## config.mk

```make
export PLATFORM = sky130hd
export DESIGN_NAME = adder_bist_flat
export DESIGN_NICKNAME = d
export VERILOG_FILES = /design/src/rtl/adder_bist_if.sv /design/src/rtl/adder_bist.sv /design/src/flat_wrapper.sv
export SDC_FILE = /design/constraint.sdc
export NUM_CORES = 1
export LEC_CHECK = 0
export CORE_UTILIZATION = 56
export DETAILED_ROUTE_END_ITERATION = 8
export HOLD_SLACK_MARGIN = 0.15
export PLACE_DENSITY = 0.95
export SETUP_SLACK_MARGIN = 0.2
export SLEW_MARGIN = 25
export SYNTH_ARGS = -nofsm -noshare
export SYNTH_HDL_FRONTEND = slang
export SYNTH_SLANG_ARGS = --single-unit
```

## constraint.sdc

```tcl
create_clock -name clk -period 7.95 [get_ports clk]
set_clock_uncertainty 0.2 [all_clocks]
set_input_delay 1.59 -clock clk [delete_from_list [all_inputs] [get_ports clk]]
set_output_delay 1.59 -clock clk [all_outputs]
set_load 0.02 [all_outputs]
```

## src/rtl/adder_bist_if.sv

```systemverilog
// Operand/result bus between the BIST controller and the 4-bit adder under test.
interface adder_bist_if;
    logic [3:0] A;
    logic [3:0] B;
    logic       cin;
    logic [3:0] SUM;
    logic       cout;

    // BIST side: drives operands, observes the adder result.
    modport master (
        output A,
        output B,
        output cin,
        input  SUM,
        input  cout
    );

    // Adder side: consumes operands, returns the result.
    modport slave (
        input  A,
        input  B,
        input  cin,
        output SUM,
        output cout
    );
endinterface

```

## src/rtl/adder_bist.sv

```systemverilog
// Exhaustive built-in self test for a 4-bit adder: walks all 512 {cin,A,B}
// vectors, lets each settle, checks {cout,SUM} and records the failure count
// and the first failing vector.
module adder_bist #(
    parameter int unsigned SETTLE_CYCLES = 2
) (
    input  logic         clk,
    input  logic         rst,
    input  logic         start,
    adder_bist_if.master aut,
    output logic         busy,
    output logic         done,
    output logic         pass,
    output logic [9:0]   err_count,
    output logic [8:0]   fail_vec,
    output logic         fail_valid
);

    typedef enum logic [1:0] {
        IDLE,
        SETTLE,
        CHECK,
        DONE
    } state_t;

    localparam logic [3:0] SETTLE_LAST = 4'(SETTLE_CYCLES - 1);
    localparam logic [8:0] IDX_LAST    = 9'd511;

    state_t     state_q, state_n;
    logic [8:0] idx_q, idx_n;
    logic [3:0] cnt_q, cnt_n;
    logic [9:0] err_q, err_n;
    logic [8:0] fvec_q, fvec_n;
    logic       fvalid_q, fvalid_n;

    logic [4:0] expected;
    logic       mismatch;

    // Operands come straight from the registered vector index.
    assign aut.cin = idx_q[8];
    assign aut.A   = idx_q[7:4];
    assign aut.B   = idx_q[3:0];

    assign busy       = (state_q == SETTLE) || (state_q == CHECK);
    assign done       = (state_q == DONE);
    assign pass       = done && (err_q == '0);
    assign err_count  = err_q;
    assign fail_vec   = fvec_q;
    assign fail_valid = fvalid_q;

    // State register.
    always_ff @(posedge clk or posedge rst) begin
        if (rst) begin
            state_q <= IDLE;
        end else begin
            state_q <= state_n;
        end
    end

    // Vector index, settle counter and result registers.
    always_ff @(posedge clk or posedge rst) begin
        if (rst) begin
            idx_q    <= '0;
            cnt_q    <= '0;
            err_q    <= '0;
            fvec_q   <= '0;
            fvalid_q <= 1'b0;
        end else begin
            idx_q    <= idx_n;
            cnt_q    <= cnt_n;
            err_q    <= err_n;
            fvec_q   <= fvec_n;
            fvalid_q <= fvalid_n;
        end
    end

    // Next-state and datapath update; the reference sum is formed from idx.
    always_comb begin
        state_n  = state_q;
        idx_n    = idx_q;
        cnt_n    = cnt_q;
        err_n    = err_q;
        fvec_n   = fvec_q;
        fvalid_n = fvalid_q;

        expected = {1'b0, idx_q[7:4]} + {1'b0, idx_q[3:0]} + {4'b0000, idx_q[8]};
        mismatch = ({aut.cout, aut.SUM} != expected);

        case (state_q)
            IDLE, DONE: begin
                if (start) begin
                    state_n  = SETTLE;
                    idx_n    = '0;
                    cnt_n    = '0;
                    err_n    = '0;
                    fvec_n   = '0;
                    fvalid_n = 1'b0;
                end
            end
            SETTLE: begin
                if (cnt_q == SETTLE_LAST) begin
                    state_n = CHECK;
                end else begin
                    cnt_n = cnt_q + 4'd1;
                end
            end
            CHECK: begin
                cnt_n = '0;
                if (mismatch) begin
                    err_n = err_q + 10'd1;
                    if (!fvalid_q) begin
                        fvec_n   = idx_q;
                        fvalid_n = 1'b1;
                    end
                end
                if (idx_q == IDX_LAST) begin
                    state_n = DONE;
                end else begin
                    idx_n   = idx_q + 9'd1;
                    state_n = SETTLE;
                end
            end
            default: begin
                state_n = IDLE;
            end
        endcase
    end

endmodule

```

## src/flat_wrapper.sv

```systemverilog
// flat-port wrapper written by rule: the top's interface ports become plain ports
module adder_bist_flat 
#(
    parameter int unsigned SETTLE_CYCLES = 2
)
  (clk, rst, start, busy, done, pass, err_count, fail_vec, fail_valid, aut_A, aut_B, aut_cin, aut_SUM, aut_cout);
  adder_bist_if aut_i ();
  input  logic clk;
  input  logic rst;
  input  logic start;
  output logic busy;
  output logic done;
  output logic pass;
  output logic [9:0] err_count;
  output logic [8:0] fail_vec;
  output logic fail_valid;
  output wire logic [$bits(aut_i.A)-1:0] aut_A;
  output wire logic [$bits(aut_i.B)-1:0] aut_B;
  output wire logic [$bits(aut_i.cin)-1:0] aut_cin;
  input wire logic [$bits(aut_i.SUM)-1:0] aut_SUM;
  input wire logic [$bits(aut_i.cout)-1:0] aut_cout;
  assign aut_A = aut_i.A;
  assign aut_B = aut_i.B;
  assign aut_cin = aut_i.cin;
  assign aut_i.SUM = aut_SUM;
  assign aut_i.cout = aut_cout;
  adder_bist #(.SETTLE_CYCLES(SETTLE_CYCLES)) u_core (.clk(clk), .rst(rst), .start(start), .aut(aut_i), .busy(busy), .done(done), .pass(pass), .err_count(err_count), .fail_vec(fail_vec), .fail_valid(fail_valid));
endmodule
```

==> flow_metrics.py, run 1 <==
metrics = {
    "setup_path": {
        "worstPathArrival_ns": 3.79,
        "cp_data_required_time_ns": 7.96,
        "cpPeakStageDelay_ns": 0.63,
        "cp_slowest_cell": "a221oi_4",
        "worstPathCellList": "clkdlybuf4s50_1 > xnor2_1 > nand3_1 > a221oi_4 > a2111o_1 > mux2i_1",
        "worst-setup-path-type": "in -> reg",
        "crit_path_end_kind": "flop",
        "crit_path_start_kind": "primary input",
        "crit_fanout": 15,
    },
    "floorplan": {
        "num_rows": 22,
        "io_pins": 40,
        "dieHeight_microns": 63.9,
        "dieArea_sq_mm": 0.00408,
        "initial_core_util": 0.585,
        "die_w_microns": 63.9,
        "core_sq_mm": 0.00366,
    },
    "cells_and_area": {
        "drive_above_1_share": 0.0449,
        "final_cell_mix": "clkdlybuf4s50_1 (39), dfrtp_1 (35), nand2_1 (27)",
        "multi_input_area_sq_mm": 0.00114,
        "syn2layout_area_growth_pct": 23.2,
        "nFillCells": 259,
        "final_common_cell": "clkdlybuf4s50_1",
        "nets": 291,
        "final_util": 0.721,
        "final-seq-area_sq_um": 876,
        "antenna_cells": 0,
    },
    "clock_tree": {
        "cts_made_buffers": 5,
        "max-clock-path-buffers": 2,
        "postCtsHoldBufs": 0,
        "postCtsSetupRepairBufs": 0,
        "cts_tree": "built",
        "clock-sinks": 35,
        "cts-root-buf": "clkbuf_8",
        "h-tree-depth": 2,
        "ctsResizeCount": 0,
        "clk_pin_slew_worst_paths_ns": 0.07,
        "clk_latency_ns": 0.29,
    },
    "synth": {
        "yosysSeqAreaShare": 0.409,
        "synthFlopType": "dfrtp_1",
        "avgSynthCellArea_sq_um": 9.40,
        "netlist_instances": 228,
        "yosysWarnings": 0,
        "syn_nets": 251,
        "synth_seq_cells": 35,
        "synth_area_sq_mm": 0.00214,
        "ys_types": 44,
        "synth_edf_count": 0,
        "synth_async_sr_flop_share": 1.00,
    },
    "global_routing": {
        "grtUsageTotal": 0.260,
        "grt_start_max_net_pins": 36,
        "grt_pass1_wl_microns": 8200,
        "grt_pass1_vias": 1797,
        "grt_overflow": 0,
        "antenna_found_initial": 0,
    },
    "routing": {
        "wl_microns": 4720,
        "drc_errors": 0,
        "firstDrtPassIters": 4,
        "post_drt_wl_per_cell_microns": 15.0,
        "drt_iter0_markers": 136,
        "ant_nets": 0,
        "viasPerCell": 5.86,
        "vias": 1847,
    },
    "run_status": {
        "outcome": "finished, final reports clean",
    },
    "power_and_ir_drop": {
        "p_int_uw": 288,
        "ir_worst_vdd_mv": 0.0812,
        "pwr-share-comb": 0.195,
        "power_density_mw_per_mm2": 156,
        "netSwitchingFraction": 0.299,
        "switching_power_uw": 123,
        "p_leak_uw": 0.00123,
        "p_seq_frac": 0.512,
        "clkPwrFrac": 0.293,
    },
    "run": {
        "cap_violations": 0,
    },
    "timing": {
        "final_max_slew_viol_count": 0,
        "relSlewSlack": 0.474,
        "fmax_mhz": 265,
        "setup_tns_ns": 0,
        "hold_viol": 0,
        "grt_setup_unrepaired": "false",
        "period_share": 0.475,
        "tightestPinTransition_ns": 0.788,
        "period_needed_ns": 3.78,
        "setup_violations": 0,
    },
    "place": {
        "numPortBuffers": 39,
        "gp_congestion": 0.832,
        "dp_hpwl_microns": 3380,
    },
    "worst_hold_path": {
        "hp-class": "reg -> reg",
    },
}
-- cells in the mapped netlist, types with 2 or more instances --
library cell	n	area, sq um
nor4b_1	2	17.5
nor3_1	4	20.0
nor4_1	2	12.5
xor2_1	5	43.8
nand4_1	2	12.5
a21oi_1	4	20.0
nand2_1	27	101
or2_1	3	18.8
o31ai_1	5	37.5
o21ai_1	13	65.1
a22o_1	3	26.3
a21o_1	7	52.6
and3_1	5	31.3
mux2i_1	10	100
o21ai_0	7	35.0
buf_2	2	10.0
inv_1	22	82.6
nand3_1	12	60.1
nor2_1	10	37.5
fa_1	2	40.0
xnor2_1	4	35.0
and2_1	2	12.5
ha_1	13	163
clkbuf_1	4	15.0
nor2b_1	3	18.8
dfrtp_1	35	876
a31oi_1	2	12.5
nand2b_1	2	12.5
-- flip-flops by register name, summed over array words and instances (netlist names) --
name,count
u_core.err_count,10
u_core.idx_q,9
u_core.cnt_q,4
u_core.fail_vec,9
u_core.state_q,2
u_core.fail_valid,1
-- power groups by stage --
stage | Combinational, uW | Sequential (uW) | Clock, uW
6_report | 80.2 | 211 | 120
5_1_grt | 88.1 | 212 | 131
4_1_cts | 80.5 | 210 | 121
3_5_place_dp | 80.0 | 214 | 0
3_3_place_gp | 77.9 | 212 | 0
2_1_floorplan | 26.5 | 226 | 0
-- worst paths after layout --
check / from / endpoint / slack (ns) / cells past startpoint
max: aut_SUM[3] / u_core.fail_vec[6] / 4.17 / 6
min: u_core.cnt_q[2] / u_core.cnt_q[2] / 0.32 / 1
max reg2reg: u_core.idx_q[8] / u_core.fail_vec[6] / 4.49 / 9
min reg2reg: u_core.cnt_q[2] / u_core.cnt_q[2] / 0.32 / 1
max in group asynchronous: rst / u_core.cnt_q[0] / 5.74 / 3
min in group asynchronous: rst / u_core.idx_q[2] / 1.50 / 3
-- layer usage --
layer,share of wire,vias to the layer above,GRT usage
met5,0,-,0
met4,0.016,0,0.119
met3,0.060,8,0.0607
met2,0.50,64,0.418
met1,0.43,907,0.333
li1,-,868,-
-- cell type report --
type / count / area share
clock buffers: 6 / 0.0275
multi-input cells: 163 / 0.433
inverters: 22 / 0.0313
well taps: 48 / 0.0227
repair buffers: 41 / 0.153
flip-flops and latches: 35 / 0.332
-- cells by family after synthesis --
logic type	Yosys count	share of synthesized area
xor+xnor	10	0.0473
compound gates	47	0.149
mux	10	0.0467
simple gates	81	0.197
flops	35	0.409
fa+ha+maj	15	0.0946
buf+inv	30	0.0572
-- worst max-delay path: cells and delay by family --
| family | cells | cell delay (ns) |
|---|---|---|
| muxes | 1 | 0.25 |
| buffers and inverters | 1 | 0.42 |
| and+or+nand+nor | 1 | 0.19 |
| AOI/OAI and AO/OA | 2 | 1.11 |
| xor gates and xnor gates | 1 | 0.22 |
-- through the flow --
step           hold WS, ns  setup slack, ns  std cells  power (uW)  instance area (sq um)
2_1_floorplan        0.263             4.92        228         252                   2140
4_1_cts              0.312             4.19        315         412                   2640
5_1_grt              0.350             4.05        315         432                   2640
3_3_place_gp         0.285             3.98        309         290                   2570
3_5_place_dp         0.300             3.93        309         294                   2570
6_report             0.317             4.17        315         411                   2640
Note: power is estimated with default switching activity, not from simulation.
==> inputs of run 2 (changes only) <==
--- a/config.mk
+++ b/config.mk
@@ -5,10 +5,10 @@
 export SDC_FILE = /design/constraint.sdc
 export NUM_CORES = 1
 export LEC_CHECK = 0
-export CORE_UTILIZATION = 56
+export CORE_UTILIZATION = 52
 export DETAILED_ROUTE_END_ITERATION = 8
 export HOLD_SLACK_MARGIN = 0.15
-export PLACE_DENSITY = 0.95
+export PLACE_DENSITY = 0.91
 export SETUP_SLACK_MARGIN = 0.2
 export SLEW_MARGIN = 25
 export SYNTH_ARGS = -nofsm -noshare
==> constraint.sdc (replaced) <==
create_clock -name clk -period 3.5 [get_ports clk]
set_clock_uncertainty 0.2 [all_clocks]
set_input_delay 0.7 -clock clk [delete_from_list [all_inputs] [get_ports clk]]
set_output_delay 0.7 -clock clk [all_outputs]
set_load 0.02 [all_outputs]
==> flow_metrics.py, run 2 (same netlist as run 1, synthesis figures left out) <==
metrics = {
    "run_status": {
        "outcome": "finished, final reports clean",
    },
    "cells_and_area": {
        "antenna_cells": 0,
        "nets": 292,
        "nFillCells": 286,
        "syn2layout_area_growth_pct": 24.0,
        "final_util": 0.700,
        "drive_above_1_share": 0.0519,
        "final_common_cell": "clkdlybuf4s50_1",
        "largest_reg_flops": 10,
        "final_cell_mix": "clkdlybuf4s50_1 (39), dfrtp_1 (35), nand2_1 (27)",
    },
    "clock_tree": {
        "clk_pin_slew_worst_paths_ns": 0.07,
        "cts-root-buf": "clkbuf_8",
        "max-clock-path-buffers": 2,
        "h-tree-depth": 2,
        "ctsResizeCount": 0,
        "clk_latency_ns": 0.29,
        "cts_tree": "built",
        "postCtsHoldBufs": 0,
        "cts_made_buffers": 5,
        "clock-sinks": 35,
        "postCtsSetupRepairBufs": 0,
    },
    "setup_path": {
        "rr_worst_depth": 9,
        "regToRegEndpoint": "u_core.fail_vec[4]",
        "startpoint": "u_core.idx_q[0]",
        "path_buf_inv": 2,
        "cp_data_required_time_ns": 3.50,
        "worst-path-stages": 9,
        "crit_path_end_kind": "flop",
        "worst-setup-path-type": "reg -> reg",
        "crit_path_start_kind": "flop",
        "worstPathCellList": "inv_1 > fa_1 > inv_1 > fa_1 > and3_1 > or3_4 > a221oi_4 > a2111o_1 > mux2i_1",
        "crit_fanout": 9,
        "worstPathArrival_ns": 3.13,
        "path_delay_family": "compound AO/OA/AOI/OAI gates",
        "ff2ff_setup_slack_ns": 0.37,
        "regToRegStartpoint": "u_core.idx_q[0]",
        "cpPeakStageDelay_ns": 0.45,
        "cp_slowest_cell": "a2111o_1",
    },
    "timing": {
        "period_share": 0.895,
        "final_max_slew_viol_count": 0,
        "hold_viol": 0,
        "setup_violations": 0,
        "period_needed_ns": 3.13,
        "relSlewSlack": 0.467,
        "setup_tns_ns": 0,
        "grt_setup_unrepaired": "false",
        "tightestPinTransition_ns": 0.798,
        "fmax_mhz": 319,
    },
    "floorplan": {
        "dieHeight_microns": 66.2,
        "core_sq_mm": 0.00380,
        "die_w_microns": 66.2,
        "initial_core_util": 0.564,
        "num_rows": 22,
        "io_pins": 40,
        "dieArea_sq_mm": 0.00438,
    },
    "power_and_ir_drop": {
        "ir_worst_vdd_mv": 0.207,
        "clkPwrFrac": 0.296,
        "switching_power_uw": 282,
        "p_leak_uw": 0.00124,
        "netSwitchingFraction": 0.299,
        "p_seq_frac": 0.509,
        "pwr-share-comb": 0.195,
        "p_int_uw": 661,
        "power_density_mw_per_mm2": 355,
    },
    "run": {
        "cap_violations": 0,
    },
    "routing": {
        "drc_errors": 0,
        "viasPerCell": 5.64,
        "ant_nets": 0,
        "post_drt_wl_per_cell_microns": 14.7,
        "wl_microns": 4680,
        "vias": 1793,
        "firstDrtPassIters": 4,
        "drt_iter0_markers": 93,
    },
    "worst_hold_path": {
        "min_to": "u_core.cnt_q[2]",
        "hp-class": "reg -> reg",
        "hp-start": "u_core.cnt_q[2]",
        "holdPathStages": 1,
    },
    "global_routing": {
        "antenna_found_initial": 0,
        "grt_start_max_net_pins": 36,
        "grt_pass1_wl_microns": 8040,
        "grtUsageTotal": 0.244,
        "grt_pass1_vias": 1703,
        "grt_overflow": 0,
    },
    "place": {
        "dp_hpwl_microns": 3410,
        "numPortBuffers": 39,
        "gp_congestion": 0.897,
    },
}
-- run 2: cell count changes in the layout (fill, tap and decap cells not counted) --
cell / previous run / this run
clkinv_2: 0 / 1
clkbuf_1: 1 / 2
buf_4: 2 / 3
-- run 2: power by group through the flow --
| stage | clock network [uW] | logic [uW] | registers (uW) |
|---|---|---|---|
| 2_1_floorplan | 0 | 60.3 | 513 |
| 3_3_place_gp | 0 | 177 | 484 |
| 3_5_place_dp | 0 | 184 | 487 |
| 4_1_cts | 286 | 185 | 479 |
| 5_1_grt | 306 | 203 | 486 |
| 6_report | 279 | 184 | 480 |
-- run 2: worst max-delay path by stage --
| stage | endpoint | slack [ns] |
|---|---|---|
| finish | u_core.fail_vec[4] | 0.37 |
| global route | u_core.fail_vec[4] | 0.22 |
| CTS | u_core.fail_vec[4] | 0.36 |
| detailed placement | u_core.fail_vec[4] | 0.39 |
| global placement | u_core.fail_vec[4] | 0.52 |
| floorplan | u_core.fail_vec[0] | 0.65 |
-- run 2: metrics by stage --
stage	setup slack (ns)	cells	total power [uW]	hold WS [ns]	instance area, sq um
4_1_cts	0.362	318	951	0.298	2660
3_3_place_gp	0.524	310	661	0.284	2580
5_1_grt	0.222	318	995	0.340	2660
2_1_floorplan	0.655	228	573	0.263	2140
3_5_place_dp	0.395	310	672	0.286	2580
6_report	0.368	318	943	0.304	2660
-- run 2: layout make-up --
type,count,area [sq um],share of cell area
multi-input combinational,163,1140,0.431
sequential,35,876,0.330
timing repair buffer,42,413,0.155
inverter,22,82.6,0.0311
clock buffer,7,76.3,0.0287
tap,48,60.1,0.0226
clock inverter,1,5.00,0.00188
-- run 2: per-layer routing --
metal,up-vias,track usage,part of all wire
li1,876,-,-
met1,856,0.344,0.45
met2,48,0.364,0.48
met3,13,0.0414,0.053
met4,0,0.112,0.021
met5,-,0,0
